## config.mk

```make
export PLATFORM = sky130hd
export DESIGN_NAME = alu_seq
export DESIGN_NICKNAME = d
export VERILOG_FILES = /design/src/rtl/alu_pkg.sv /design/src/rtl/alu_muldiv_core.sv /design/src/rtl/alu_seq.sv
export SDC_FILE = /design/constraint.sdc
export NUM_CORES = 1
export LEC_CHECK = 0
export CAP_MARGIN = 20
export CORE_AREA = 3 3 144 146
export DETAILED_ROUTE_END_ITERATION = 8
export DIE_AREA = 0 0 147 149
export PLACE_DENSITY = 0.69
export SLEW_MARGIN = 15
export SYNTH_ARGS = -nofsm -noshare
export SYNTH_HDL_FRONTEND = slang
export SYNTH_SLANG_ARGS = --single-unit
```

## constraint.sdc

```tcl
create_clock -name clk -period 4.5 [get_ports clk]
set_clock_uncertainty 0.05 [all_clocks]
set_input_delay 0.9 -clock clk [delete_from_list [all_inputs] [get_ports clk]]
set_output_delay 0.9 -clock clk [all_outputs]
set_load 0.005 [all_outputs]
```

## src/rtl/alu_pkg.sv

```systemverilog
// Shared constants for the sequential ALU: opcodes, flag bit positions and FSM encodings.
// No configuration macros are consumed here; see alu_seq.sv for ALU_SEQ_DIV_EN.
`timescale 1ns/1ps

package alu_pkg;

   localparam logic [3:0] OP_ADD = 4'd0;
   localparam logic [3:0] OP_SUB = 4'd1;
   localparam logic [3:0] OP_AND = 4'd2;
   localparam logic [3:0] OP_OR  = 4'd3;
   localparam logic [3:0] OP_XOR = 4'd4;
   localparam logic [3:0] OP_NOT = 4'd5;
   localparam logic [3:0] OP_LSL = 4'd6;
   localparam logic [3:0] OP_LSR = 4'd7;
   localparam logic [3:0] OP_MUL = 4'd8;
   localparam logic [3:0] OP_DIV = 4'd9;

   localparam int FLAG_Z = 3;
   localparam int FLAG_N = 2;
   localparam int FLAG_C = 1;
   localparam int FLAG_V = 0;

   typedef logic [1:0] alu_state_t;

   localparam alu_state_t ST_IDLE = 2'd0;
   localparam alu_state_t ST_ITER = 2'd1;
   localparam alu_state_t ST_DONE = 2'd2;

   // Places the four condition bits at their architectural positions.
   function automatic logic [3:0] pack_flags(input logic z, input logic n,
                                             input logic c, input logic v);
      logic [3:0] f;
      f         = 4'b0000;
      f[FLAG_Z] = z;
      f[FLAG_N] = n;
      f[FLAG_C] = c;
      f[FLAG_V] = v;
      return f;
   endfunction

endpackage

```

## src/rtl/alu_muldiv_core.sv

```systemverilog
// Iterative datapath: shift-add unsigned multiply and restoring unsigned divide, one bit per step.
// Divider logic exists only when ALU_SEQ_DIV_EN is defined.
`timescale 1ns/1ps

module alu_muldiv_core #(
   parameter int WIDTH = 16
) (
   input  logic             clk,
   input  logic             reset,
   input  logic             i_load,
   input  logic             i_step,
`ifdef ALU_SEQ_DIV_EN
   input  logic             i_is_div,
`endif
   input  logic [WIDTH-1:0] i_a,
   input  logic [WIDTH-1:0] i_b,
   output logic             o_done,
   output logic [WIDTH-1:0] o_lo,
   output logic [WIDTH-1:0] o_hi
);
   import alu_pkg::*;

   localparam int CNT_W = $clog2(WIDTH);

   logic [CNT_W-1:0] r_cnt;
   logic [WIDTH-1:0] r_hi;
   logic [WIDTH-1:0] r_lo;
   logic [WIDTH-1:0] r_opnd;
   logic [WIDTH-1:0] w_hi_nxt;
   logic [WIDTH-1:0] w_lo_nxt;
   logic [WIDTH:0]   w_mul_sum;

   // MUL: r_lo holds the multiplier and shifts right while product bits enter from r_hi.
   assign w_mul_sum = {1'b0, r_hi} + (r_lo[0] ? {1'b0, r_opnd} : {(WIDTH+1){1'b0}});

`ifdef ALU_SEQ_DIV_EN
   logic           r_is_div;
   logic [WIDTH:0] w_div_shift;
   logic [WIDTH:0] w_div_trial;
   logic           w_div_ok;

   // DIV: r_hi is the partial remainder, r_lo shifts the dividend out and quotient bits in.
   // A zero divisor always "fits", giving an all-ones quotient and the dividend as remainder.
   assign w_div_shift = {r_hi, r_lo[WIDTH-1]};
   assign w_div_trial = w_div_shift - {1'b0, r_opnd};
   assign w_div_ok    = (w_div_shift >= {1'b0, r_opnd});

   always_comb begin
      w_hi_nxt = w_mul_sum[WIDTH:1];
      w_lo_nxt = {w_mul_sum[0], r_lo[WIDTH-1:1]};
      if (r_is_div) begin
         w_hi_nxt = w_div_ok ? w_div_trial[WIDTH-1:0] : w_div_shift[WIDTH-1:0];
         w_lo_nxt = {r_lo[WIDTH-2:0], w_div_ok};
      end
   end
`else
   always_comb begin
      w_hi_nxt = w_mul_sum[WIDTH:1];
      w_lo_nxt = {w_mul_sum[0], r_lo[WIDTH-1:1]};
   end
`endif

   always_ff @(posedge clk or negedge reset) begin
      if (!reset) begin
         r_cnt  <= '0;
         r_hi   <= '0;
         r_lo   <= '0;
         r_opnd <= '0;
      end else if (i_load) begin
         r_cnt  <= '0;
         r_hi   <= '0;
         r_lo   <= i_a;
         r_opnd <= i_b;
      end else if (i_step) begin
         r_cnt  <= r_cnt + 1'b1;
         r_hi   <= w_hi_nxt;
         r_lo   <= w_lo_nxt;
      end
   end

`ifdef ALU_SEQ_DIV_EN
   always_ff @(posedge clk or negedge reset) begin
      if (!reset)      r_is_div <= 1'b0;
      else if (i_load) r_is_div <= i_is_div;
   end
`endif

   assign o_done = (r_cnt == CNT_W'(WIDTH-1));
   assign o_lo   = r_lo;
   assign o_hi   = r_hi;

endmodule

```

## src/rtl/alu_seq.sv

```systemverilog
// Sequential ALU top: start/busy intake, FSM, single-cycle ops, flag generation, ALU_ready pulse.
// Define ALU_SEQ_DIV_EN to build the divider; otherwise opcode 9 is treated as illegal.
`timescale 1ns/1ps

module alu_seq #(
   parameter int WIDTH = 16,
   parameter int OP_W  = 4
) (
   input  logic             clk,
   input  logic             reset,
   input  logic             start,
   input  logic [OP_W-1:0]  op,
   input  logic [WIDTH-1:0] a,
   input  logic [WIDTH-1:0] b,
   output logic             busy,
   output logic [WIDTH-1:0] result,
   output logic [WIDTH-1:0] result_hi,
   output logic [3:0]       ALU_flags,
   output logic             ALU_ready
);
   import alu_pkg::*;

   alu_state_t       r_state;
   logic [OP_W-1:0]  r_op;
   logic [WIDTH-1:0] r_a;
   logic [WIDTH-1:0] r_b;
   logic [WIDTH-1:0] r_result;
   logic [WIDTH-1:0] r_result_hi;
   logic [3:0]       r_flags;
   logic             r_ready;

   logic             w_is_iter;
   logic             w_load;
   logic             w_core_done;
   logic [WIDTH-1:0] w_core_lo;
   logic [WIDTH-1:0] w_core_hi;
   logic [WIDTH-1:0] w_res;
   logic [WIDTH-1:0] w_res_hi;
   logic             w_c;
   logic             w_v;
   logic             w_illegal;
   logic [3:0]       w_flags;

`ifdef ALU_SEQ_DIV_EN
   assign w_is_iter = (op == OP_MUL) || (op == OP_DIV);
`else
   assign w_is_iter = (op == OP_MUL);
`endif
   assign w_load = (r_state == ST_IDLE) && start && w_is_iter;

   alu_muldiv_core #(.WIDTH(WIDTH)) u_core (
      .clk      (clk),
      .reset    (reset),
      .i_load   (w_load),
      .i_step   (r_state == ST_ITER),
`ifdef ALU_SEQ_DIV_EN
      .i_is_div (op == OP_DIV),
`endif
      .i_a      (a),
      .i_b      (b),
      .o_done   (w_core_done),
      .o_lo     (w_core_lo),
      .o_hi     (w_core_hi)
   );

   // Result selection from the latched op; only consumed in DONE.
   always_comb begin
      w_res     = '0;
      w_res_hi  = '0;
      w_c       = 1'b0;
      w_v       = 1'b0;
      w_illegal = 1'b0;
      case (r_op)
         OP_ADD: begin
            {w_c, w_res} = {1'b0, r_a} + {1'b0, r_b};
            w_v = (r_a[WIDTH-1] == r_b[WIDTH-1]) && (w_res[WIDTH-1] != r_a[WIDTH-1]);
         end
         OP_SUB: begin
            w_res = r_a - r_b;
            w_c   = (r_a < r_b);
            w_v   = (r_a[WIDTH-1] != r_b[WIDTH-1]) && (w_res[WIDTH-1] != r_a[WIDTH-1]);
         end
         OP_AND: w_res = r_a & r_b;
         OP_OR:  w_res = r_a | r_b;
         OP_XOR: w_res = r_a ^ r_b;
         OP_NOT: w_res = ~r_a;
         // The extra bit beside the operand catches the last bit shifted out.
         OP_LSL: {w_c, w_res} = {1'b0, r_a} << r_b[3:0];
         OP_LSR: {w_res, w_c} = {r_a, 1'b0} >> r_b[3:0];
         OP_MUL: begin
            w_res    = w_core_lo;
            w_res_hi = w_core_hi;
            w_c      = (w_core_hi != '0);
         end
`ifdef ALU_SEQ_DIV_EN
         OP_DIV: begin
            w_res    = w_core_lo;
            w_res_hi = w_core_hi;
            w_v      = (r_b == '0);
         end
`endif
         default: w_illegal = 1'b1;
      endcase
      w_flags = w_illegal ? pack_flags(1'b1, 1'b0, 1'b0, 1'b1)
                          : pack_flags(w_res == '0, w_res[WIDTH-1], w_c, w_v);
   end

   always_ff @(posedge clk or negedge reset) begin
      if (!reset) begin
         r_state     <= ST_IDLE;
         r_op        <= '0;
         r_a         <= '0;
         r_b         <= '0;
         r_result    <= '0;
         r_result_hi <= '0;
         r_flags     <= 4'b0000;
         r_ready     <= 1'b0;
      end else begin
         r_ready <= 1'b0;
         case (r_state)
            ST_IDLE: begin
               if (start) begin
                  r_op    <= op;
                  r_a     <= a;
                  r_b     <= b;
                  r_state <= w_is_iter ? ST_ITER : ST_DONE;
               end
            end
            ST_ITER: begin
               if (w_core_done) r_state <= ST_DONE;
            end
            ST_DONE: begin
               r_result    <= w_res;
               r_result_hi <= w_res_hi;
               r_flags     <= w_flags;
               r_ready     <= 1'b1;
               r_state     <= ST_IDLE;
            end
            default: r_state <= ST_IDLE;
         endcase
      end
   end

   assign busy      = (r_state != ST_IDLE);
   assign result    = r_result;
   assign result_hi = r_result_hi;
   assign ALU_flags = r_flags;
   assign ALU_ready = r_ready;

endmodule
```

==> results_dict.tcl <==
set metrics [dict create \
    fin_tns_setup_ns 0 \
    fp.dieArea_sq_um 21900 \
    cts_buffers 17 \
    portBuffers 76 \
    synth-seq-cells 127 \
    ys_seq_area_share_pct 32.7 \
    die_x_um 147 \
    drc 0 \
    pwr-share-comb_pct 48.2 \
    grt_first_pass_wirelength_mm 52.5 \
    worstPathMaxFanout 10 \
    end_kind "flop" \
    synth_warnings 0 \
    critPathLaunchType "flop" \
    netlist_instances 1151 \
    netSwitchingPower_w 0.00278 \
    drt_pass1_iterations 7 \
    clockBufferDepth 2 \
    hold_path_depth 2 \
    rows 51 \
    clk_latency_ns 0.43 \
    wl_mm 33.3 \
    rsz0062_at_grt "no" \
    cts_hold_buf 0 \
    peakVddDrop_mv 0.286 \
    holdPathEnd "result_hi[4]" \
    antenna_found_initial 1 \
    drt_iter0_drc 1109 \
    hold_violations 0 \
    ant_nets 0 \
    dp_hpwl_mm 24.8 \
    fin_crit_ns 3.85 \
    area_growth_pct 17.0 \
    hold_class "reg -> reg" \
    rr_startpoint "r_a[2]" \
    root_buffer "clkbuf_16" \
    slew_headroom_pct 38.1 \
    synth_flop_cell "dfrtp_1" \
    vias 9432 \
    finalSetupViolCount 0 \
    fin_hold_ws_ns 0.415 \
    synth_edf_count 0 \
    detail_route.wl_per_cell_um 22.4 \
    seq_power_share_pct 29.3 \
    clkPwrFrac_pct 22.4 \
    grt_max_degree 88 \
    maxCapViolations 0 \
    drive_gt1_share_pct 10.1 \
    cp.required_ns 4.75 \
    arrival_ns 4.11 \
    crit_type "reg -> reg" \
    drt-vias-per-instance 6.34 \
    die_h_um 149 \
    powerDensity_nw_per_um2 567 \
    status "finished, final reports clean" \
    fmax_ghz 0.260 \
    rr_worst_depth 12 \
    switching_share_pct 43.1 \
    initial_core_util_pct 49.8 \
    grt_overflow 0 \
    postCtsSetupBuffers 0 \
    worst_pin_slew_ns 0.922 \
    reg2reg_to "ALU_flags[3]" \
    antenna_cells 0 \
    cts_tree "done" \
    slew_viol_final 0 \
    gp_congestion 1.02 \
    synth_cell_types 82 \
    clk_pin_slew_ns 0.06 \
    cellLeakagePower_nw 5.06 \
    cts_sinks 127 \
    synthesis.area_sq_um 9720 \
    rrSetupSlack_ns 0.65 \
    worstHoldStart "result_hi[4]" \
    io_pins 77 \
    core_area_sq_um 19500 \
    grt_pass1_vias 9063 \
    syn_avg_cell_area_sq_um 8.44 \
    nNetsFinal 1317 \
    synth_nets 1259 \
    cts_resized 0 \
    period_share_pct 85.6 \
    grtUsageTotal_pct 30.7 \
    cellInternalPower_w 0.00366 \
    htreeDepth 4 \
    async_flop_share_pct 100 \
]
per-stage QoR:
step / power [W] / cells / setup slack (ns) / cell area [sq um] / utilization (%)
2_1_floorplan: 0.00384 / 1151 / 0.546 / 9720 / -
3_3_place_gp: 0.00490 / 1455 / 0.743 / 10800 / 55.1
3_5_place_dp: 0.00492 / 1455 / 0.737 / 10800 / 55.1
4_1_cts: 0.00638 / 1487 / 0.716 / 11400 / 58.2
5_1_grt: 0.00684 / 1487 / 0.301 / 11400 / 58.2
6_report: 0.00644 / 1487 / 0.647 / 11400 / 58.2
Yosys cell counts, types with 5 or more instances:
cell type	number	area, sq um
o21a_1	5	37.5
o22ai_1	19	119
a22o_1	6	52.6
a21o_1	15	113
xor2_1	10	87.6
o31ai_1	8	60.1
dfrtp_1	127	3180
xnor2_1	13	114
clkbuf_1	43	161
mux2_2	28	315
buf_2	17	85.1
nor2b_1	14	87.6
a2111oi_0	7	61.3
o21ai_0	94	470
o221ai_1	7	61.3
nand2_1	190	713
nor3b_1	6	45.0
o2111ai_1	6	52.6
a22oi_1	19	143
ha_1	66	826
nor4_1	12	75.1
a211oi_1	9	67.6
a32oi_1	6	52.6
mux4_2	9	203
nor4b_1	5	43.8
mux2i_1	21	210
nand2b_1	13	81.3
and2_1	19	119
a21oi_1	57	285
nor3_1	23	115
a221oi_1	5	43.8
nand3_1	42	210
o211ai_1	9	67.6
inv_1	58	218
nor2_1	67	251
how the worst max path moves through the flow:
| stage | from | to | slack (ns) | depth (start not counted) |
|---|---|---|---|---|
| finish | r_a[2] | ALU_flags[3] | 0.65 | 12 |
| global route | r_b[0] | ALU_flags[3] | 0.30 | 12 |
| detailed placement | r_b[0] | ALU_flags[3] | 0.74 | 12 |
| floorplan | r_b[2] | ALU_flags[3] | 0.55 | 15 |
| CTS | r_b[0] | ALU_flags[3] | 0.72 | 12 |
| global placement | r_b[0] | ALU_flags[3] | 0.74 | 12 |
cell type report:
class	count	area [sq um]
Multi-Input combinational cell	895	6010
Fill cell	1868	8160
Sequential cell	127	3180
Clock buffer	21	480
Tap cell	265	332
Inverter	59	221
Clock inverter	11	130
Timing Repair Buffer	109	1010
sequential cells by signal, summed over array words and instances (netlist names):
name / cells
result: 16
r_state: 2
r_op: 4
u_core.r_cnt: 4
u_core.o_hi: 16
r_b: 16
u_core.o_lo: 16
r_a: 16
ALU_ready: 1
u_core.r_opnd: 16
ALU_flags: 4
result_hi: 16
metal layers:
metal	GRT usage (%)	share of wire (%)	up-vias
met3	6.62	9.7	69
met5	0	0.021	-
met1	44.7	44	4542
met2	46.3	44	536
li1	-	-	4283
met4	8.95	2.4	2
power by group through the flow:
stage	clock network, W	logic (W)	registers, W
4_1_cts	0.00146	0.00304	0.00188
5_1_grt	0.00152	0.00339	0.00193
3_3_place_gp	0	0.00302	0.00188
3_5_place_dp	0	0.00302	0.00189
2_1_floorplan	0	0.00210	0.00174
6_report	0.00144	0.00311	0.00189
cell families (layout without fill, tap and decap cells):
| kind of cell | Yosys count | count (layout) | share of synthesized area (%) |
|---|---|---|---|
| multiplexers | 63 | 63 | 8.46 |
| buffers and inverters | 129 | 200 | 5.56 |
| AND/OR/NAND/NOR | 423 | 423 | 20.6 |
| XOR/XNOR | 23 | 23 | 2.07 |
| AO/OA/AOI/OAI | 317 | 317 | 21.5 |
| flip-flops | 127 | 127 | 32.7 |
| adder cells (fa/ha/maj) | 69 | 69 | 9.12 |
cell usage in the layout (no fill, tap or decap), drive strengths merged, types with 5 or more instances in the layout:
master and n:
nand2 191, dfrtp 127, o21ai 94, clkdlybuf4s50 75, nor2 67, ha 66, inv 60, a21oi 57
nand3 42, buf 34, mux2 31, nor3 23, mux2i 22, clkbuf 21, o22ai 19, a22oi 19
and2 19, a21o 15, nor2b 14, nand2b 13, xnor2 13, nor4 13, xor2 10, a211oi 10
mux4 10, o211ai 9, o31ai 8, a2111oi 7, o221ai 7, o2111ai 6, nor3b 6, a22o 6
a32oi 6, a221oi 5, o21a 5, nor4b 5
critical path, cell delays in order (launching register included):
cell	delay, ns
dfrtp_1	0.53
inv_1	0.12
ha_1	0.43
nand2b_1	0.23
a221o_1	0.35
a2111oi_0	0.65
buf_4	0.23
o41ai_1	0.14
or4_1	0.49
o2111ai_1	0.11
o21ai_0	0.13
a41oi_1	0.19
nor3_1	0.07
No activity file was read; power rests on OpenSTA's default activity.
==> patch 1 (config.mk and constraints unchanged) <==
Set the parameter `OP_W` to 3 (it was 4).
--- a/src/rtl/alu_seq.sv
+++ b/src/rtl/alu_seq.sv
@@ -6,3 +6,3 @@
    parameter int WIDTH = 16,
-   parameter int OP_W  = 4
+   parameter int OP_W  = 3
 ) (
Interface: changed (resized op); port bits go from 77 to 76. No check against the original RTL was run, so the function may have changed too.
==> patch 1 against the original RTL <==
Sequential share of layout area down 9.1 points. Global-route usage decreased by 9.6 points. Routed wire length is 28% lower. Setup slack got worse by 170 ps. Clock power is 71% lower. Die area unchanged. Synthesized cell count shrank 31%. Power down 55%. Synthesized area down 32%. Sequential power decreased by 61%. Design area shrank 34%. Sequential cell count is 71 lower.
==> patch 1: results (changes against the original RTL) <==
| Metric | Value |
|---|---|
| Clock-pin slew on the worst setup and hold paths | 80 ps (was 60 ps) |
| Met2 Wirelength | 10800 um (was 14700 um) |
| Drt first pass iters | 8 (was 7) |
| Fraction of layout cells with a size suffix above 1 | 10.7% (was 10.1%) |
| Clk pwr | 0.411 mW (was 1.44 mW) |
| Static Leak | 3.05 nW (was 5.06 nW) |
| DRT iter0 DRCs | 774 (was 1109) |
| Yosys cell types | 83 (was 82) |
| Avg WL per Cell | 22.0 um (was 22.4 um) |
| Final Routed Wirelength | 23900 um (was 33300 um) |
| Outcome | completed (unchanged) |
| CP arrival | 4190 ps (was 4110 ps) |
| VDD IR-drop max | 0.169 mV (was 0.286 mV) |
| P_seq | 0.743 mW (was 1.89 mW) |
| Placer Congestion | 1.04 (was 1.02) |
| Layout Nets | 912 (was 1317) |
| Rel. slew slack | 31.4% (was 38.1%) |
| Internal power | 1.56 mW (was 3.66 mW) |
| Area contributors post-synth | dfrtp_1 21%, ha_1 10%, mux4_2 5.5%, mux2i_1 5.0%, o21ai_0 4.9% (was dfrtp_1 33%, ha_1 8.5%, nand2_1 7.3%, o21ai_0 4.8%, mux2_2 3.2%) |
| Initial antenna violation count | 0 (was 1) |
| Worst setup slack after placement | 553 ps (was 737 ps) |
| Vias in the first global route | 6102 (was 9063) |
| Worst Path Max Fanout | 14 (was 10) |
| PD cells | 392 nW/um^2 (was 567 nW/um^2) |
| Port-buffer cells | 59 (was 76) |
| Placed Area | 7300 sq um (was 10800 sq um) |
| Pwr Total | 2.92 mW (was 6.44 mW) |
| Filler Cells Inserted | 2019 (was 1868) |
| Synth top cells by count | 76 x nand2_1, 64 x o21ai_0, 58 x nor2_1 (was 190 x nand2_1, 127 x dfrtp_1, 94 x o21ai_0) |
| Met3 routed WL | 2070 um (was 3210 um) |
| Register area share after synthesis | 21.3% (was 32.7%) |
| Cells after Synth | 798 (was 1151) |
| Clock Latency Late Sink | 310 ps (was 430 ps) |
| Routed vias | 6512 (was 9432) |
[patch 1: cell type report]
type                       instances  share of cell area, %
timing repair buffer              82                   10.4
sequential                        56                   18.8
tap                              265                   4.45
clock inverter                     3                  0.286
clock buffer                       5                   1.68
inverter                          51                   2.57
multi-input combinational        623                   61.8
[patch 1: final timing paths]
kind	startpoint	end	slack [ps]	cells after the start
min in group asynchronous	reset	r_b[2]	510	1
hold reg to reg	result[5]	result[5]	440	2
max in group asynchronous	reset	r_b[6]	3000	2
setup reg to reg	r_op[2]	ALU_flags[3]	470	12
hold / removal	result[5]	result[5]	440	2
setup / recovery	r_op[2]	ALU_flags[3]	470	12
[patch 1: critical path: stages (launching register included)]
cell      delay [ps]
dfrtp_1          700
inv_1            310
ha_1             280
or3_1            520
nor2_1           590
buf_4            290
o211a_1          150
a31oi_1           40
o211ai_1         220
o21ai_0          190
nor4_1           210
nand4_1          150
o32ai_2          220
[patch 1: cells by family after synthesis]
group / count (synthesis) / synth area share, %
AOI/OAI and AO/OA: 241 / 25.7
xor gates and xnor gates: 6 / 0.800
adders and majority gates: 55 / 10.7
buffers and inverters: 134 / 9.69
DFF: 56 / 21.3
muxes: 70 / 14.2
other: 1 / 0.0571
and+or+nand+nor: 235 / 17.5
[patch 1: metal layers]
| metal | global-route usage (%) | vias up |
|---|---|---|
| li1 | - | 2960 |
| met1 | 28.7 | 3130 |
| met2 | 33.3 | 358 |
| met3 | 3.46 | 64 |
| met4 | 9.55 | 0 |
| met5 | 0 | - |
==> patch 2 (same settings) <==
Made on the original files. Register the output `ALU_flags` once more, with the module's reset; this adds one clock of latency there. The other outputs are not delayed to match.
--- a/src/rtl/alu_seq.sv
+++ b/src/rtl/alu_seq.sv
@@ -146,3 +146,9 @@
    assign result_hi = r_result_hi;
-   assign ALU_flags = r_flags;
+   always_ff @(posedge clk or negedge reset) begin
+      if (!reset) begin
+         ALU_flags <= '0;
+      end else begin
+         ALU_flags <= r_flags;
+      end
+   end
    assign ALU_ready = r_ready;
Check against the original RTL: not equivalent (a bounded check fails within 4 cycles, from zero or initial values and one cycle with reset low).
==> patch 2 against the original RTL <==
Design area increased by 3.6%. Synthesized area increased by 4.6%. Power increased by 3.1%. Routed wire length increased by 3.5%. Sequential power increased by 5%. Setup slack improved by 160 ps. Sequential cell count increased by 4. Synthesized cell count increased by 2.3%. Highest routed layer unchanged.
==> patch 2: results (changes against the original RTL) <==
| Metric | Value |
|---|---|
| Outcome | completed (unchanged) |
| Slew @ Worst Pin | 965 ps (was 922 ps) |
| VDD IR-drop max | 0.344 mV (was 0.286 mV) |
| YS warnings | 0 (unchanged) |
| Worst min-delay path class | flip-flop to flip-flop (unchanged) |
| Via-per-instance ratio | 6.51 (was 6.34) |
| Final Routed Wirelength | 34400 um (was 33300 um) |
| H-tree Lvls | 4 (unchanged) |
| Register area share after synthesis | 32.3% (was 32.7%) |
| CP arrival | 3980 ps (was 4110 ps) |
| Port-buffer cells | 76 (unchanged) |
| Pin count of the biggest net entering global routing | 95 (was 88) |
| Post-synth ARST share | 100% (unchanged) |
| Post-CTS setup buffer count | 0 (unchanged) |
| Vias in the first global route | 9211 (was 9063) |
| CTS resizes | 0 (unchanged) |
| Initial antenna violation count | 1 (unchanged) |
| Filler Cells Inserted | 1751 (was 1868) |
| Root buf cell | clkbuf_16 (unchanged) |
| Top FF cell, synth | dfrtp_1 (unchanged) |
| DRT iter0 DRCs | 1337 (was 1109) |
| Worst Path Max Fanout | 8 (was 10) |
| Clock Latency Late Sink | approximately 440 ps |
| Synth top cells by count | 189 x nand2_1, 131 x dfrtp_1, 88 x o21ai_0 (was 190 x nand2_1, 127 x dfrtp_1, 94 x o21ai_0) |
| Fraction of layout cells with a size suffix above 1 | 10.8% (was 10.1%) |
| CTS hold repair buffers | 0 (unchanged) |
| Total Routing Usage GR | 31.2% (was 30.7%) |
| Area contributors post-synth | dfrtp_1 32%, ha_1 8.1%, nand2_1 7.0%, o21ai_0 4.3%, mux4_2 4.0% (was dfrtp_1 33%, ha_1 8.5%, nand2_1 7.3%, o21ai_0 4.8%, mux2_2 3.2%) |
| Dpl hpwl | 25500 um (was 24800 um) |
| Cts bufs inserted | 17 (unchanged) |
| Global-route wire length before repair | 53200 um (was 52500 um) |
| Drt first pass iters | 6 (was 7) |
| Placed Area | 11200 sq um (was 10800 sq um) |
| Syn nets | 1285 (was 1259) |
| Family with the most delay on the worst path | compound AO/OA/AOI/OAI gates (unchanged) |
| Placer Congestion | 1.07 (was 1.02) |
| CTS Buffer Depth | 2 (unchanged) |
| Crit-path max cell delay | 560 ps (was 650 ps) |
| Yosys cell types | 81 (was 82) |
| Slowest stage cell, crit path | dfrtp_1 (was a2111oi_0) |
| Hold Path Depth | 0 (was 2) |
| Static Leak | 5.18 nW (was 5.06 nW) |
| Worst R2R Path Depth | 11 (was 12) |
| Clock-pin slew on the worst setup and hold paths | 70 ps |
| ANT cells | 0 (unchanged) |
| Worst setup slack after placement | 945 ps (was 737 ps) |
[patch 2: where the power goes]
group / leakage, nW / total [mW] / internal (mW) / switching [mW]
clock network: 0.267 / 1.37 / 0.775 / 0.595
registers: 1.67 / 1.98 / 1.52 / 0.453
logic: 3.24 / 3.30 / 1.39 / 1.90
[patch 2: metrics by stage]
stage | power (mW) | std cells
2_1_floorplan | 4.04 | 1177
3_3_place_gp | 5.12 | 1474
3_5_place_dp | 5.15 | 1474
4_1_cts | 6.55 | 1506
5_1_grt | 7.01 | 1506
6_report | 6.64 | 1506
[patch 2: cells by family after synthesis]
group / Yosys count / share of synthesized area [%]
AOI/OAI and AO/OA: 329 / 22.3
xor gates and xnor gates: 20 / 1.72
adders and majority gates: 69 / 8.72
buffers and inverters: 131 / 5.31
DFF: 131 / 32.3
muxes: 75 / 9.91
and+or+nand+nor: 422 / 19.8
[patch 2: final cells by class]
class                      count  area (sq um)  area share (%)
multi-input combinational    915          6380            54.2
sequential                   131          3280            27.9
timing repair buffer         108          1000            8.52
clock buffer                  18           429            3.65
tap                          265           332            2.82
inverter                      55           206            1.75
clock inverter                14           141            1.20
[patch 2: worst paths after layout]
kind | start | endpoint | slack (ps)
max | r_a[2] | r_flags[3] | 810
min | r_flags[2] | ALU_flags[2] | 320
max reg2reg | r_a[2] | r_flags[3] | 810
min reg2reg | r_flags[2] | ALU_flags[2] | 320
max in group asynchronous | reset | result_hi[15] | 3090
min in group asynchronous | reset | result[9] | 460
[patch 2: routing by layer]
metal  vias up  part of all wire, %  GRT usage (%)
li1       4403                    -              -
met1      4716                   43           45.1
met2       588                   43           45.2
met3        99                   11           9.27
met4         2                  3.1           9.55
met5         -                0.035              0
